### src/rtl/mem_bist_ctrl.sv
// -----------------------------------------------------------------------------
// mem_bist_ctrl
//
// Built-in self-test sequencer for a 32-word x 32-bit byte-sliced memory.
// During a test it owns the memory's write data, address and strobes. It runs
// a four-phase march and checks every read word against the expected value:
//   WR0 : write P(a)  to every address, ascending
//   RD0 : read every address, ascending, compare against P(a)
//   WR1 : write ~P(a) to every address, ascending
//   RD1 : read every address, ascending, compare against ~P(a)
// The test pattern byte lane k of P(a) is {k[1:0], 1'b1, a[4:0]}. Each byte
// therefore carries both the address and its own lane number, which exposes
// address aliasing and lane swaps.
//
// The memory returns read data one cycle after mem_read_en. The compare for a
// read therefore runs in the following cycle against a registered copy of the
// read address. Each read phase ends with one drain cycle that issues no
// strobe and only completes the last compare.
//
// Ports
//   clock         rising-edge clock, shared with the memory
//   reset         asynchronous, active-high; clears all state and outputs
//   start         launch request; only sampled in IDLE or DONE
//   mem_data_out  memory read data, valid one cycle after mem_read_en
//   mem_data_in   write data to the memory
//   mem_address   memory address
//   mem_write_en  memory write strobe
//   mem_read_en   memory read strobe
//   busy          high from start acceptance until DONE is entered
//   done          high in DONE; held until the next start or reset
//   pass          done with no mismatches recorded
//   err_count     number of mismatching words, saturating at 63
//   fail_phase    read phase of the first mismatch (0 = RD0, 1 = RD1)
//   fail_addr     address of the first mismatch
//   fail_data     read data captured at the first mismatch
// -----------------------------------------------------------------------------
module mem_bist_ctrl #(
    parameter int ADDR_W       = 5,
    parameter int DATA_W       = 32,
    parameter bit STOP_ON_FAIL = 1'b0
) (
    input  logic              clock,
    input  logic              reset,
    input  logic              start,
    input  logic [DATA_W-1:0] mem_data_out,
    output logic [DATA_W-1:0] mem_data_in,
    output logic [ADDR_W-1:0] mem_address,
    output logic              mem_write_en,
    output logic              mem_read_en,
    output logic              busy,
    output logic              done,
    output logic              pass,
    output logic [5:0]        err_count,
    output logic              fail_phase,
    output logic [ADDR_W-1:0] fail_addr,
    output logic [DATA_W-1:0] fail_data
);

    localparam logic [2:0] S_IDLE = 3'd0;
    localparam logic [2:0] S_WR0  = 3'd1;
    localparam logic [2:0] S_RD0  = 3'd2;
    localparam logic [2:0] S_WR1  = 3'd3;
    localparam logic [2:0] S_RD1  = 3'd4;
    localparam logic [2:0] S_DONE = 3'd5;

    localparam logic [ADDR_W-1:0] ADDR_LAST = '1;
    localparam logic [5:0]        ERR_MAX   = 6'd63;

    // Byte lane k of the pattern is {k[1:0], 1'b1, a[4:0]}.
    function automatic logic [DATA_W-1:0] pattern(input logic [ADDR_W-1:0] a);
        logic [DATA_W-1:0] p;
        logic [4:0]        a5;
        a5 = 5'(a);
        p  = '0;
        for (int k = 0; k < DATA_W / 8; k++) begin
            p[8*k +: 8] = {2'(k), 1'b1, a5};
        end
        return p;
    endfunction

    logic [2:0]        state;
    logic [2:0]        state_nx;
    logic [ADDR_W-1:0] addr_nx;
    logic              drain;       // set during the post-read drain cycle
    logic              drain_nx;
    logic              launch;

    // Compare pipeline: describes the read issued in the previous cycle.
    logic              cmp_valid;
    logic [ADDR_W-1:0] cmp_addr;
    logic              cmp_inv;     // 1 when the read belongs to RD1
    logic [DATA_W-1:0] exp_data;
    logic              mismatch;

    // NOTE: every signal assigned in this block gets a default value first, so
    // no path through the case statement can leave one unassigned and infer a
    // latch.
    always_comb begin
        state_nx = state;
        addr_nx  = mem_address;
        drain_nx = drain;
        launch   = 1'b0;
        exp_data = pattern(cmp_addr) ^ {DATA_W{cmp_inv}};
        mismatch = cmp_valid && (mem_data_out != exp_data);

        case (state)
            S_IDLE, S_DONE: begin
                if (start) begin
                    launch   = 1'b1;
                    state_nx = S_WR0;
                    addr_nx  = '0;
                    drain_nx = 1'b0;
                end
            end

            S_WR0, S_WR1: begin
                if (mem_address == ADDR_LAST) begin
                    state_nx = (state == S_WR0) ? S_RD0 : S_RD1;
                    addr_nx  = '0;
                end else begin
                    addr_nx = mem_address + 1'b1;
                end
            end

            S_RD0, S_RD1: begin
                if (drain) begin
                    state_nx = (state == S_RD0) ? S_WR1 : S_DONE;
                    addr_nx  = '0;
                    drain_nx = 1'b0;
                end else if (mem_address == ADDR_LAST) begin
                    // Hold the address; the next cycle only finishes the
                    // compare of the last read.
                    drain_nx = 1'b1;
                end else begin
                    addr_nx = mem_address + 1'b1;
                end
            end

            default: begin
                state_nx = S_IDLE;
                addr_nx  = '0;
                drain_nx = 1'b0;
            end
        endcase

        // Abort on the first mismatch. The only mismatch ever registered is
        // the first one, because the FSM leaves the read phase on that edge.
        if (STOP_ON_FAIL && mismatch) begin
            state_nx = S_DONE;
            addr_nx  = '0;
            drain_nx = 1'b0;
        end
    end

    // NOTE: state registers use non-blocking assignments so every flop samples
    // the pre-edge value of the others, independent of statement order.
    always_ff @(posedge clock or posedge reset) begin
        if (reset) begin
            state        <= S_IDLE;
            drain        <= 1'b0;
            mem_address  <= '0;
            mem_data_in  <= '0;
            mem_write_en <= 1'b0;
            mem_read_en  <= 1'b0;
            busy         <= 1'b0;
            done         <= 1'b0;
            cmp_valid    <= 1'b0;
            cmp_addr     <= '0;
            cmp_inv      <= 1'b0;
            err_count    <= '0;
            fail_phase   <= 1'b0;
            fail_addr    <= '0;
            fail_data    <= '0;
        end else begin
            state        <= state_nx;
            drain        <= drain_nx;
            mem_address  <= addr_nx;

            // Strobes and write data are decoded from the next state, so they
            // come straight out of flops and line up with the new address.
            mem_write_en <= (state_nx == S_WR0) || (state_nx == S_WR1);
            mem_read_en  <= ((state_nx == S_RD0) || (state_nx == S_RD1)) && !drain_nx;
            if (state_nx == S_WR0) begin
                mem_data_in <= pattern(addr_nx);
            end else if (state_nx == S_WR1) begin
                mem_data_in <= ~pattern(addr_nx);
            end else begin
                mem_data_in <= '0;
            end

            busy <= (state_nx != S_IDLE) && (state_nx != S_DONE);
            done <= (state_nx == S_DONE);

            // A read issued this cycle is compared next cycle, unless the FSM
            // is aborting, in which case its data is never looked at.
            cmp_valid <= mem_read_en && (state_nx != S_DONE);
            cmp_addr  <= mem_address;
            cmp_inv   <= (state == S_RD1);

            if (launch) begin
                err_count  <= '0;
                fail_phase <= 1'b0;
                fail_addr  <= '0;
                fail_data  <= '0;
            end else if (mismatch) begin
                if (err_count != ERR_MAX) begin
                    err_count <= err_count + 1'b1;
                end
                // err_count never returns to zero within a run, so zero means
                // this is the first mismatch since start.
                if (err_count == '0) begin
                    fail_phase <= cmp_inv;
                    fail_addr  <= cmp_addr;
                    fail_data  <= mem_data_out;
                end
            end
        end
    end

    assign pass = done && (err_count == '0);

endmodule

### config.mk
export PLATFORM = sky130hd
export DESIGN_NAME = mem_bist_ctrl
export DESIGN_NICKNAME = d
export VERILOG_FILES = /design/src/rtl/mem_bist_ctrl.sv
export SDC_FILE = /design/constraint.sdc
export NUM_CORES = 1
export LEC_CHECK = 0
export BUFFER_PORTS_ARGS = -buffer_cell sky130_fd_sc_hd__buf_2
export CORE_ASPECT_RATIO = 1.1
export CORE_MARGIN = 2
export CORE_UTILIZATION = 55
export CTS_BUF_LIST = sky130_fd_sc_hd__clkbuf_16
export CTS_CLUSTER_DIAMETER = 80
export DETAILED_ROUTE_END_ITERATION = 7
export PLACE_DENSITY_LB_ADDON = 0.12
export SYNTH_ARGS = -nofsm -noshare
export SYNTH_HDL_FRONTEND = slang
export SYNTH_SLANG_ARGS = --single-unit
### constraint.sdc
create_clock -name clock -period 4.33 [get_ports clock]
set_input_delay 0.2165 -clock clock [delete_from_list [all_inputs] [get_ports clock]]
set_output_delay 0.2165 -clock clock [all_outputs]
set_load 0.005 [all_outputs]
==> impl_metrics.ini <==
[run_status]
status = finished clean

[clock_network]
cts_buffers = 9
cts_num_sinks = 71
cts_buffer_depth = 2
cts_tree = done
clkSlewWorstSetupHoldPaths_ps = 60
postCtsSetupBuffers = 0
h-tree-depth = 3
insertion_delay_ps = 320
cts_resized = 0
cts_root_buf = clkbuf_16
hold_buffers = 0

[grt]
grt_max_degree = 72
overflow = 0
grt_usage = 0.241
antenna_found_initial = 0
grt_pass1_wl_um = 14900
grt_pass1_vias = 3108

[yosys]
synth_simple_gate_area_share = 0.174
synthCells = 398
postSynthAreaPerCell_sq_um = 9.59
synth.ff_latch_count = 71
synth_cell_types = 50
synth_edf_count = 0
synthArstFlopShare = 1.00
ys_seq_area_frac = 0.466
synth_area_sq_um = 3820
yosysWarnings = 0
syn_nets = 440
ys.flop_type = dfrtp_1
synth_top_family_by_area = compound AO/OA/AOI/OAI gates
synth-compound-area-share = 0.185
muxShareOfSynthArea = 0.0184
synth_xor_area_frac = 0.0275
synth_adder_area_share = 0.0230

[die]
die_h_um = 91.4
dieArea_sq_um = 7620
pin_count = 121
fp.coreArea_sq_um = 6670
placementRows = 31
fp.dieW_um = 83.4
start_util = 0.572

[detailed_routing]
ant_nets = 0
vias_per_cell = 5.74
drc = 0
wl_um = 9160
drtIter0Drc = 159
firstDrtPassIters = 4
vias = 3268
wl_per_cell_um = 16.1

[worst_setup_path]
crit_required_ps = 4510
cpPeakStageDelay_ps = 550
worst-path-buf-inv = 1
path_max_fanout = 27
timing.critical_path.cells = xor2_1 -> or3_1 -> a222oi_1 -> nand4_1 -> buf_4 -> a31oi_1 -> nor3_1
crit_slowest_cell = dfrtp_1
endpoint_kind = register
worstSetupStartpointType = register
cp-startpoint = cmp_inv
r2r-start = cmp_inv
cp_top_family = simple AND/OR/NAND/NOR gates
worstSetupPathType = register to register
crit_arrival_ps = 3090

[timing]
layout_setup_ws_ps = 1420
finalClockSkew_ps = 5.16
max_slew_margin = 0.416
timing.hold.ws_ps = 146
finalCritPeriodShare = 0.671
setup_tns_ps = 0
hold_violations = 0
finalWorstPathRequiredPeriod_ps = 2910
tightest_slew_ps = 876
fmax_mhz = 344
setup-violations-final = 0
rsz0062_at_grt = no
slew_violations = 0

[finish]
fin_util = 0.678
finish.instance_area_sq_um = 4520
instances_no_fill = 569
area_delta_synth_final_pct = 18.6
register_area_sq_um = 1780
nets = 524
antenna_cells = 0
multi_input_area_sq_um = 1640
fillers = 546
drive_gt1_frac = 0.320

[placed_design]
place.gp.congestion = 0.823
placed_area_sq_um = 4190
dp_hpwl_um = 6250
portBuffers = 120
place_ws_ps = 1490
place_inst = 552

[min_path]
min-delay-path-class = input pin to async pin

[power]
leakagePower_nw = 2.17
vdd_drop_max_uv = 382
finalPower_mw = 2.70
cellPowerDensity_nw_per_um2 = 598

[flow_run]
drv_cap = 0
## power breakdown
part | leakage, nW | total, mW | switching, mW | internal [mW]
registers | 0.929 | 1.04 | 0.193 | 0.846
clock network | 0.154 | 0.788 | 0.282 | 0.506
logic | 1.09 | 0.878 | 0.450 | 0.428
## layout make-up
cell class | instances | share of cell area
repair buffers | 125 | 0.143
well taps | 82 | 0.0227
clock inverters | 7 | 0.0213
multi-input cells | 264 | 0.362
clock buffers | 9 | 0.0498
flip-flops and latches | 71 | 0.393
inverters | 11 | 0.00913
## cell usage in the layout, fill, tap and decap left out, types with 3 or more instances in the layout
cell       count
o21ai_0       16
or3_1          6
a211oi_1       5
nor2b_1        6
clkbuf_16      9
buf_2        120
nand2_1       14
dfrtp_1       71
and3_1         7
nor3_1         9
nor4_1         3
a21oi_1       37
mux2i_1        7
o21ai_1       29
nor2_1         8
nand4_1        4
xor2_1         9
a21oi_2       10
xnor2_1        3
buf_4          4
inv_1         11
ha_1           7
nand3_1       49
## registers in the layout, summed over array words and instances (netlist names)
register,count
busy,1
cmp_addr,5
cmp_inv,1
cmp_valid,1
done,1
drain,1
err_count,6
fail_addr,5
fail_data,32
fail_phase,1
mem_address,5
mem_data_in,7
mem_read_en,1
mem_write_en,1
state,3
## path summary, 6_finish.rpt
kind,depth (start not counted),end,slack [ps]
max,7,err_count[4],1420
min,3,mem_data_in[24],150
max reg2reg,7,err_count[4],1420
min reg2reg,0,cmp_addr[1],470
max in group asynchronous,3,fail_data[10],3610
min in group clock,3,fail_data[18],160
## metal layers
layer  vias to the layer above  wire (um)  global-route usage
met2                        88       4770               0.421
met1                      1590       3800               0.296
met5                         -          0                   0
li1                       1581          -                   -
met4                         0        115              0.0847
met3                         9        470              0.0482
## worst reg2reg max path, delay by kind of cell (launching register included)
kind | cells | cell delay, ps
buf+inv | 1 | 440
simple gates | 3 | 920
xor+xnor | 1 | 230
flops | 1 | 550
compound gates | 2 | 620
## logic make-up after synthesis
| logic type | Yosys count |
|---|---|
| AND/OR/NAND/NOR | 121 |
| AO/OA/AOI/OAI | 117 |
| flip-flops | 71 |
| buffers and inverters | 63 |
| XOR/XNOR | 12 |
| multiplexers | 7 |
| adder cells (fa/ha/maj) | 7 |
## Yosys cell counts (4+ instances only)
cell type | instances | area share
xor2_1 | 9 | 0.021
a211oi_1 | 5 | 0.0098
nor2b_1 | 6 | 0.0098
a21oi_1 | 37 | 0.049
nor2_1 | 8 | 0.0079
or3_1 | 6 | 0.0098
o21ai_1 | 29 | 0.038
ha_1 | 7 | 0.023
and3_1 | 7 | 0.011
o21ai_0 | 16 | 0.021
a21oi_2 | 10 | 0.023
nand3_1 | 49 | 0.064
clkbuf_1 | 11 | 0.011
buf_2 | 8 | 0.010
buf_4 | 25 | 0.049
nor3_1 | 9 | 0.012
nand2_1 | 14 | 0.014
mux2i_1 | 7 | 0.018
dfrtp_1 | 71 | 0.47
inv_1 | 11 | 0.011
nand4_1 | 4 | 0.0066
No activity file was read; power rests on OpenSTA's default activity.
